<file path="src/rtl/ddr_init_seq.sv">
// DDR bring-up/reset sequencer: holds the system in reset until the DDR3 controller is
// locked, initialised and stable; retries calibration via controller soft reset, then fails sticky.
module ddr_init_seq #(
   parameter int STABLE_CYCLES   = 256,
   parameter int INIT_TIMEOUT    = 1048576,
   parameter int SOFT_RST_CYCLES = 64,
   parameter int MAX_RETRY       = 3,
   parameter int CNT_W           = 21
) (
   input  logic       clk,
   input  logic       rst,
   input  logic       pll_locked,
   input  logic       init_done,
   input  logic       cal_fail,
   output logic       sys_rst_o,
   output logic       ddr_soft_rst_o,
   output logic       ddr_ready_o,
   output logic       init_fail_o,
   output logic [1:0] retry_cnt_o,
   output logic [2:0] state_o
);

   localparam logic [2:0] S_WAIT_LOCK = 3'd0;
   localparam logic [2:0] S_WAIT_INIT = 3'd1;
   localparam logic [2:0] S_STABLE    = 3'd2;
   localparam logic [2:0] S_RUN       = 3'd3;
   localparam logic [2:0] S_RECOVER   = 3'd4;
   localparam logic [2:0] S_FAIL      = 3'd5;

   localparam logic [CNT_W-1:0] STABLE_LAST = CNT_W'(STABLE_CYCLES - 1);
   localparam logic [CNT_W-1:0] INIT_LAST   = CNT_W'(INIT_TIMEOUT - 1);
   localparam logic [CNT_W-1:0] SOFT_LAST   = CNT_W'(SOFT_RST_CYCLES - 1);

   // Internal retry counter is wide enough for MAX_RETRY; the debug port saturates at 3.
   localparam int RETRY_W = (MAX_RETRY > 3) ? $clog2(MAX_RETRY + 1) : 2;
   localparam logic [RETRY_W-1:0] RETRY_MAX = RETRY_W'(MAX_RETRY);

   function automatic logic [1:0] sat_retry(input logic [RETRY_W-1:0] v);
      logic [1:0] r;
      if (v > RETRY_W'(3)) begin
         r = 2'd3;
      end else begin
         r = v[1:0];
      end
      return r;
   endfunction

   // bit 0 = pll_locked, bit 1 = init_done, bit 2 = cal_fail
   logic [2:0] meta_q, meta_d;
   logic [2:0] sync_q, sync_d;
   logic       locked_s, init_done_s, cal_fail_s;

   logic [2:0]         state_q, state_d;
   logic [CNT_W-1:0]   cnt_q, cnt_d;
   logic [RETRY_W-1:0] retry_q, retry_d;

   logic       sys_rst_q, sys_rst_d;
   logic       soft_rst_q, soft_rst_d;
   logic       ready_q, ready_d;
   logic       fail_q, fail_d;
   logic [1:0] retry_cnt_q, retry_cnt_d;

   assign locked_s    = sync_q[0];
   assign init_done_s = sync_q[1];
   assign cal_fail_s  = sync_q[2];

   // Two-stage synchronizer chain for each asynchronous status input.
   always_comb begin
      meta_d = {cal_fail, init_done, pll_locked};
      sync_d = meta_q;
   end

   // Next-state, retry bookkeeping and shared counter.
   always_comb begin
      state_d = state_q;
      retry_d = retry_q;
      cnt_d   = '0;
      case (state_q)
         S_WAIT_LOCK: begin
            if (locked_s) begin
               state_d = S_WAIT_INIT;
            end else begin
               state_d = S_WAIT_LOCK;
            end
         end
         S_WAIT_INIT: begin
            if (!locked_s) begin
               state_d = S_WAIT_LOCK;
            end else if (cal_fail_s || (cnt_q == INIT_LAST)) begin
               // A calibration failure wins over a simultaneous init-done.
               if (retry_q == RETRY_MAX) begin
                  state_d = S_FAIL;
               end else begin
                  state_d = S_RECOVER;
                  retry_d = retry_q + RETRY_W'(1);
               end
            end else if (init_done_s) begin
               state_d = S_STABLE;
            end else begin
               state_d = S_WAIT_INIT;
            end
         end
         S_STABLE: begin
            if (!locked_s || !init_done_s) begin
               state_d = S_WAIT_LOCK;
            end else if (cnt_q == STABLE_LAST) begin
               state_d = S_RUN;
               retry_d = '0;
            end else begin
               state_d = S_STABLE;
            end
         end
         S_RUN: begin
            if (!locked_s || !init_done_s) begin
               state_d = S_WAIT_LOCK;
            end else begin
               state_d = S_RUN;
            end
         end
         S_RECOVER: begin
            if (cnt_q == SOFT_LAST) begin
               state_d = S_WAIT_LOCK;
            end else begin
               state_d = S_RECOVER;
            end
         end
         S_FAIL: begin
            state_d = S_FAIL;
         end
         default: begin
            state_d = S_WAIT_LOCK;
            retry_d = '0;
         end
      endcase

      // The counter only advances in the timed states and restarts on any state change.
      if (state_d != state_q) begin
         cnt_d = '0;
      end else if ((state_q == S_WAIT_INIT) || (state_q == S_STABLE) ||
                   (state_q == S_RECOVER)) begin
         cnt_d = cnt_q + CNT_W'(1);
      end else begin
         cnt_d = '0;
      end
   end

   // Output decode from the next state so outputs change on the same edge as the state.
   always_comb begin
      sys_rst_d   = (state_d != S_RUN);
      ready_d     = (state_d == S_RUN);
      soft_rst_d  = (state_d == S_RECOVER);
      fail_d      = (state_d == S_FAIL);
      retry_cnt_d = sat_retry(retry_d);
   end

   // State, counter, synchronizer and output registers.
   always_ff @(posedge clk) begin
      if (rst) begin
         meta_q      <= 3'b000;
         sync_q      <= 3'b000;
         state_q     <= S_WAIT_LOCK;
         cnt_q       <= '0;
         retry_q     <= '0;
         sys_rst_q   <= 1'b1;
         soft_rst_q  <= 1'b0;
         ready_q     <= 1'b0;
         fail_q      <= 1'b0;
         retry_cnt_q <= 2'd0;
      end else begin
         meta_q      <= meta_d;
         sync_q      <= sync_d;
         state_q     <= state_d;
         cnt_q       <= cnt_d;
         retry_q     <= retry_d;
         sys_rst_q   <= sys_rst_d;
         soft_rst_q  <= soft_rst_d;
         ready_q     <= ready_d;
         fail_q      <= fail_d;
         retry_cnt_q <= retry_cnt_d;
      end
   end

   assign sys_rst_o      = sys_rst_q;
   assign ddr_soft_rst_o = soft_rst_q;
   assign ddr_ready_o    = ready_q;
   assign init_fail_o    = fail_q;
   assign retry_cnt_o    = retry_cnt_q;
   assign state_o        = state_q;

endmodule

</file>
<file path="config.mk">
export PLATFORM = sky130hd
export DESIGN_NAME = ddr_init_seq
export DESIGN_NICKNAME = d
export VERILOG_FILES = /design/src/rtl/ddr_init_seq.sv
export SDC_FILE = /design/constraint.sdc
export NUM_CORES = 1
export LEC_CHECK = 0
export BUFFER_PORTS_ARGS = -buffer_cell sky130_fd_sc_hd__buf_2
export CAP_MARGIN = 0
export CORE_MARGIN = 2
export CORE_UTILIZATION = 40
export CTS_CLUSTER_DIAMETER = 50
export CTS_CLUSTER_SIZE = 40
export DETAILED_ROUTE_END_ITERATION = 10
export SETUP_SLACK_MARGIN = 0.2
export SLEW_MARGIN = 40
export SYNTH_ARGS = -nofsm -noshare
export SYNTH_HDL_FRONTEND = slang
export SYNTH_SLANG_ARGS = --single-unit
export TNS_END_PERCENT = 10
</file>
<file path="constraint.sdc">
create_clock -name clk -period 4.3 [get_ports clk]
set_input_delay 0.215 -clock clk [delete_from_list [all_inputs] [get_ports clk]]
set_output_delay 0.215 -clock clk [all_outputs]
set_load 0.01 [all_outputs]
</file>
# == Word-level counts from Yosys, hierarchy flattened ==
# Index checks and enable logic that the tools add are counted.
# Widths: inputs -> output; s select.
# totals
in_bits,5
register_bits,38
out_inout_bits,9
wordCells,54
# op_classes
n_eq_ne,14
reduce_logical,9
bitwise_logic,1
magnitude_cmp,1
add_sub_neg,2
muxes,17
# op_table
op,count
$add 21x1->21 const B,1
$eq 21x20->1 const B,1
$eq 21x6->1 const B,1
$eq 21x8->1 const B,1
$mux 2,9
$pmux 3 s6,1
$eq 3x3->1 const B,4
$eq 3x2->1 const B,3
$mux 3,3
$pmux 2 s3,1
$logic_or 1x1->1,4
$reduce_or 4->1,1
$eq 3x1->1 const B,1
$logic_not 3->1,1
$mux 1,3
$ne 3x2->1 const B,1
$ne 3x3->1,1
$reduce_or 3->1,1
$add 2x1->2 const B,1
$eq 2x2->1 const B,1
$gt 2x2->1 const B,1
$logic_not 1->1,2
$not 1->1,1

# == Depth between registers and ports, before layout ==
# logic_depth
ltp_word,7
ltp_mapped,8
ltp_nobuf,6

# == Worst setup path after synthesis ==
# No wires, ideal clock.
# synth_timing
path_type,reg2reg
start,register cnt_q[0]
end,register cnt_q[13]
t_arrival_ps,2239
n_path_buf,1
path_slack_ps,1937
setup_ps,125
synth_period_minus_slack_ps,2363
stages_incl_launch_ff,8
required_ps,4175
path_cell_list,dfxtp_1 -> ha_1 -> nand4_1 -> nor4_2 -> mux2_2 -> a221oi_2 -> buf_2 -> nor3_1
# synth_via
elab_chain_len,7
word_cells_on_any_way,13
classes_between,add/sub: 1; eq/ne: 4; mux: 6; reduce/logical: 2
# synth_rtl
element,line,text
start: declaration,54,"logic [CNT_W-1:0] cnt_q, cnt_d;"
start signal: assignment,173,cnt_q <= cnt_d;
$eq 21x20->1,89,end else if (cal_fail_s || (cnt_q == INIT_LAST)) begin
$logic_or 1x1->1,89,
$mux 3,89,
$mux 3,87,if (!locked_s) begin
$pmux 3 s6,78,case (state_q)
$ne 3x3->1,137,if (state_d != state_q) begin
$reduce_or 3->1 (no source line),-,
# Parallel ways exist; a longest one is shown, timed or not.
# A chain may end at the register's enable or synchronous reset.

# == Worst setup path after layout ==
# layout_timing
start,register cnt_q[0]
end,register cnt_q[4]
# The elaborated chain is that of the path after synthesis.

==> report_table.html <==
<table>
<tr><th>Metric</th><th>Value</th></tr>
<tr><th colspan="2">Synthesis</th></tr>
<tr><td>Top cells by instance count after synthesis</td><td>36 x sky130_fd_sc_hd__dfxtp_1, 19 x sky130_fd_sc_hd__nor3_2, 13 x sky130_fd_sc_hd__nor2_1, 12 x sky130_fd_sc_hd__xnor2_1</td></tr>
<tr><td>Sequential cell area fraction in the yosys report</td><td>40.31%</td></tr>
<tr><td>Count of flip-flops with a built-in enable after synthesis</td><td>0</td></tr>
<tr><td>Yosys warning count</td><td>0</td></tr>
<tr><td>Post-synthesis cell area</td><td>1788 µm²</td></tr>
<tr><td>Number of different library cells in the post-synthesis netlist</td><td>46</td></tr>
<tr><td>FFs w/ async S/R, synth</td><td>0%</td></tr>
<tr><td>Dominant combinational cell family by area after synthesis</td><td>simple AND/OR/NAND/NOR gates</td></tr>
<tr><td>Multiplexer area fraction after synthesis</td><td>0.6298%</td></tr>
<tr><td>Parity-gate share of the synthesized area counting xor and xnor cells</td><td>9.307%</td></tr>
<tr><td>Total of flip-flops plus latches after synthesis</td><td>36</td></tr>
<tr><td>Synth top area share</td><td>40.31%</td></tr>
<tr><td>Fraction of the mapped netlist area in adder cells</td><td>0.6998%</td></tr>
<tr><td>Top_reg_cell synth</td><td>sky130_fd_sc_hd__dfxtp_1</td></tr>
<tr><td>Ranking of synthesized cells by area</td><td>sky130_fd_sc_hd__dfxtp_1 40%, sky130_fd_sc_hd__nor3_2 11%, sky130_fd_sc_hd__xnor2_1 5.9%</td></tr>
<tr><td>Post-synthesis cell count</td><td>192</td></tr>
<tr><td>Post-synthesis share of cell area spent on and, or, nand and nor gates</td><td>36.88%</td></tr>
<tr><td>Cell with the most instances after synthesis</td><td>sky130_fd_sc_hd__dfxtp_1</td></tr>
<tr><td>Net count after synthesis</td><td>198</td></tr>
<tr><td>Top cell type by total area after synthesis</td><td>sky130_fd_sc_hd__dfxtp_1</td></tr>
<tr><td>Synthesized area per cell</td><td>9.312 µm²</td></tr>
<tr><td>Fraction of the mapped netlist area in compound gates</td><td>8.258%</td></tr>
<tr><th colspan="2">Clock network</th></tr>
<tr><td>Total number of clock tree sinks</td><td>36</td></tr>
<tr><td>CTS clk-pin slew, worst paths</td><td>0.07 ns</td></tr>
<tr><td>Post_cts resized</td><td>0</td></tr>
<tr><td>Buffer type at the clock tree root</td><td>sky130_fd_sc_hd__clkbuf_8</td></tr>
<tr><td>H-tree levels</td><td>2</td></tr>
<tr><td>Clock tree from TritonCTS</td><td>built</td></tr>
<tr><td>CTS buffer count</td><td>5</td></tr>
<tr><td>Buffers inserted by post-CTS timing repair</td><td>0</td></tr>
<tr><td>Cts-stage hold buffer count</td><td>0</td></tr>
<tr><td>Deepest clock path buffer count</td><td>2</td></tr>
<tr><td>Clock insertion delay at the later pin of the skew report</td><td>0.29 ns</td></tr>
<tr><th colspan="2">Setup path</th></tr>
<tr><td>Nature of the critical path startpoint</td><td>flip-flop</td></tr>
<tr><td>Launching instance or port of the critical path</td><td>cnt_q[0]$_SDFF_PP0_</td></tr>
<tr><td>Crit end category</td><td>flip-flop</td></tr>
<tr><td>Critical register-to-register path startpoint</td><td>cnt_q[0]$_SDFF_PP0_</td></tr>
<tr><td>CP Depth</td><td>6</td></tr>
<tr><td>Crit path kind</td><td>flip-flop to flip-flop</td></tr>
<tr><td>Ordered cell list for the critical path</td><td>ha_1 -&gt; nand4_1 -&gt; or4_4 -&gt; or3_1 -&gt; a211o_2 -&gt; nor3_2</td></tr>
<tr><td>Count of cells along the worst register-to-register path</td><td>6</td></tr>
<tr><td>Crit Path Max Fanout</td><td>21</td></tr>
<tr><td>Kind of cell adding the most delay to the critical path</td><td>simple AND/OR/NAND/NOR gates</td></tr>
<tr><td>Crit path required time</td><td>4.51 ns</td></tr>
<tr><td>Critical-path cell with the highest stage delay</td><td>sky130_fd_sc_hd__or4_4</td></tr>
<tr><td>Total buffers and inverters traversed by the critical path</td><td>0</td></tr>
<tr><td>Maximum cell stage delay along the critical path</td><td>0.58 ns</td></tr>
<tr><td>Endpoint of the most critical register-to-register path</td><td>cnt_q[4]$_SDFF_PP0_</td></tr>
<tr><td>Capturing instance or port of the critical path</td><td>cnt_q[4]$_SDFF_PP0_</td></tr>
<tr><td>Arrival time at the worst endpoint</td><td>2.92 ns</td></tr>
<tr><td>Reg2Reg Setup Slack</td><td>1.59 ns</td></tr>
<tr><th colspan="2">Global routing</th></tr>
<tr><td>Grt ovf</td><td>0</td></tr>
<tr><td>Overall routing resource usage</td><td>14.81%</td></tr>
<tr><td>Initial antenna violation count</td><td>0</td></tr>
<tr><td>Vias in the first global route</td><td>1,224</td></tr>
<tr><td>Pin count of the biggest net entering global routing</td><td>22</td></tr>
<tr><td>Global-route wire length before repair</td><td>5.892 mm</td></tr>
<tr><th colspan="2">Route</th></tr>
<tr><td>Count of antenna-violating nets left after detailed routing</td><td>0</td></tr>
<tr><td>Iteration count of the initial detailed-routing pass</td><td>4</td></tr>
<tr><td>Final WL</td><td>3.478 mm</td></tr>
<tr><td>Residual DRC count</td><td>0</td></tr>
<tr><td>Iter 0 DRT Violations</td><td>110</td></tr>
<tr><td>Routed via count</td><td>1,362</td></tr>
<tr><td>Wirelength per Cell</td><td>13.53 µm</td></tr>
<tr><td>Number of vias per cell after detailed routing</td><td>5.300</td></tr>
<tr><th colspan="2">Timing</th></tr>
<tr><td>Count of final max-slew check failures</td><td>0</td></tr>
<tr><td>Highest clock frequency the design can meet</td><td>368.8 MHz</td></tr>
<tr><td>Headroom to the max-slew limit</td><td>45.05%</td></tr>
<tr><td>Count of final hold-check violations</td><td>0</td></tr>
<tr><td>Setup repair after global routing missed its margin</td><td>no</td></tr>
<tr><td>Final number of setup-violating endpoints</td><td>0</td></tr>
<tr><td>Final period util</td><td>63.06%</td></tr>
<tr><td>Final min period</td><td>2.712 ns</td></tr>
<tr><td>Worst Tran Pin Value</td><td>0.8131 ns</td></tr>
<tr><td>Fin Setup TNS</td><td>0 ns</td></tr>
<tr><td>Hold Slack</td><td>0.1407 ns</td></tr>
<tr><td>Clock tree skew after final layout</td><td>0.007296 ns</td></tr>
<tr><th colspan="2">Hold path</th></tr>
<tr><td>Origin of the worst min-delay path</td><td>init_done</td></tr>
<tr><td>Class of the most critical hold timing path</td><td>input port to flip-flop</td></tr>
<tr><th colspan="2">Floorplanning</th></tr>
<tr><td>Initial cell density of the core</td><td>41.35%</td></tr>
<tr><td>Core region area</td><td>4324 µm²</td></tr>
<tr><td>Std-Cell Rows</td><td>24</td></tr>
<tr><td>Height of the chip</td><td>70.86 µm</td></tr>
<tr><td>Die Outline Area</td><td>5020 µm²</td></tr>
<tr><td>Count of pins on the block boundary</td><td>14</td></tr>
<tr><td>Chip Width</td><td>70.86 µm</td></tr>
<tr><th colspan="2">Final layout</th></tr>
<tr><td>Layout Nets</td><td>211</td></tr>
<tr><td>Share of layout cells above drive strength 1</td><td>23.41%</td></tr>
<tr><td>N_diodes</td><td>0</td></tr>
<tr><td>Area grow syn2layout</td><td>11.13%</td></tr>
<tr><td>Filler Cells Inserted</td><td>448</td></tr>
<tr><th colspan="2">Power</th></tr>
<tr><td>Total power per unit cell area</td><td>312.3 nW/µm²</td></tr>
<tr><td>Leakage dissipation</td><td>0.6401 nW</td></tr>
<tr><td>Largest voltage drop on the vdd net</td><td>0.1674 mV</td></tr>
<tr><th colspan="2">Place</th></tr>
<tr><td>Half-perimeter wire length of the detailed placement result</td><td>2.378 mm</td></tr>
<tr><td>RePlAce Congestion</td><td>0.8226</td></tr>
<tr><td>Count of buffers inserted at the top-level ports</td><td>13</td></tr>
<tr><th colspan="2">Flow run</th></tr>
<tr><td>Max capacitance violation total</td><td>0</td></tr>
<tr><th colspan="2">Status</th></tr>
<tr><td>Result of the run</td><td>completed</td></tr>
</table>
==> metrics by stage <==
step | std cells | worst slack (ns) | total power, W | instance area (µm²) | utilization (%)
floorplan | 192 | 1.937 | 0.0003614 | 1788 | -
global placement | 250 | 1.417 | 0.0003685 | 1889 | 43.69
detailed placement | 250 | 1.599 | 0.0003682 | 1891 | 43.72
CTS | 257 | 1.583 | 0.0006292 | 1987 | 45.95
global route | 257 | 1.419 | 0.0006481 | 1987 | 45.95
finish | 257 | 1.589 | 0.0006205 | 1987 | 45.95
==> metal layers <==
layer / part of all wire (%) / routed length [µm] / vias up / global-route usage [%]
met5: 0 / 0 / - / 0
met4: 1.9 / 65 / 0 / 6.918
met3: 4.2 / 147 / 7 / 3.989
met2: 44 / 1530 / 26 / 20.98
met1: 50 / 1734 / 614 / 20.90
li1: - / - / 715 / -
==> cells by family (layout without fill, tap and decap cells) <==
logic type	Yosys count	count (layout)
AOI/OAI and AO/OA	20	20
adders and majority gates	1	1
xor gates and xnor gates	19	19
muxes	1	1
DFF	36	36
buffers and inverters	14	27
and+or+nand+nor	101	101
==> state kept, by name, indices dropped and copies added (netlist names) <==
signal,cells
cnt_q,21
meta_q,3
state_o,3
sync_q,3
retry_q,2
ddr_ready_o,1
ddr_soft_rst_o,1
init_fail_o,1
sys_rst_o,1
==> worst register-to-register path: stages, from the launching register on <==
cell	delay, ns
sky130_fd_sc_hd__dfxtp_1	0.40
sky130_fd_sc_hd__ha_1	0.28
sky130_fd_sc_hd__nand4_1	0.17
sky130_fd_sc_hd__or4_4	0.58
sky130_fd_sc_hd__or3_1	0.36
sky130_fd_sc_hd__a211o_2	0.58
sky130_fd_sc_hd__nor3_2	0.26
==> where the power goes <==
group / internal (W) / switching (W)
clock: 0.000143 / 0.000117
sequential: 0.000336 / 0.00000258
combinational: 0.00000789 / 0.0000135
==> layout make-up <==
cell class	count	area (µm²)	area share, %
flip-flops and latches	36	720.7	36.27
well taps	52	65.06	3.275
inverters	6	22.52	1.133
repair buffers	14	72.57	3.652
multi-input cells	142	1010	50.82
clock buffers	7	96.34	4.849
==> worst min-delay path by stage <==
stage,end,slack [ns],cells past startpoint
6_report,meta_q[1]$_SDFF_PP0_,0.14,2
5_1_grt,meta_q[0]$_SDFF_PP0_,0.14,2
4_1_cts,meta_q[1]$_SDFF_PP0_,0.13,2
3_5_place_dp,sync_q[2]$_SDFF_PP0_,0.42,1
3_3_place_gp,sync_q[2]$_SDFF_PP0_,0.42,1
2_1_floorplan,meta_q[0]$_SDFF_PP0_,0.29,1
==> cells in the final DEF (no fill, tap or decap), types with 2 or more instances in the layout <==
cell / instances
sky130_fd_sc_hd__dfxtp_1: 36
sky130_fd_sc_hd__nor3_2: 19
sky130_fd_sc_hd__nor2_1: 13
sky130_fd_sc_hd__buf_2: 13
sky130_fd_sc_hd__xnor2_1: 12
sky130_fd_sc_hd__nand2_1: 11
sky130_fd_sc_hd__nand3_1: 11
sky130_fd_sc_hd__nand4_1: 8
sky130_fd_sc_hd__nor3_1: 8
sky130_fd_sc_hd__xor2_1: 7
sky130_fd_sc_hd__clkbuf_8: 7
sky130_fd_sc_hd__inv_1: 6
sky130_fd_sc_hd__nor2b_1: 6
sky130_fd_sc_hd__and3_1: 4
sky130_fd_sc_hd__a21oi_1: 4
sky130_fd_sc_hd__or3_1: 3
sky130_fd_sc_hd__o21ai_0: 3
sky130_fd_sc_hd__nand2b_1: 2
sky130_fd_sc_hd__and4_1: 2
sky130_fd_sc_hd__nor4_1: 2
sky130_fd_sc_hd__or4_1: 2
sky130_fd_sc_hd__and3b_1: 2
Power figures use the tool's default switching activity.
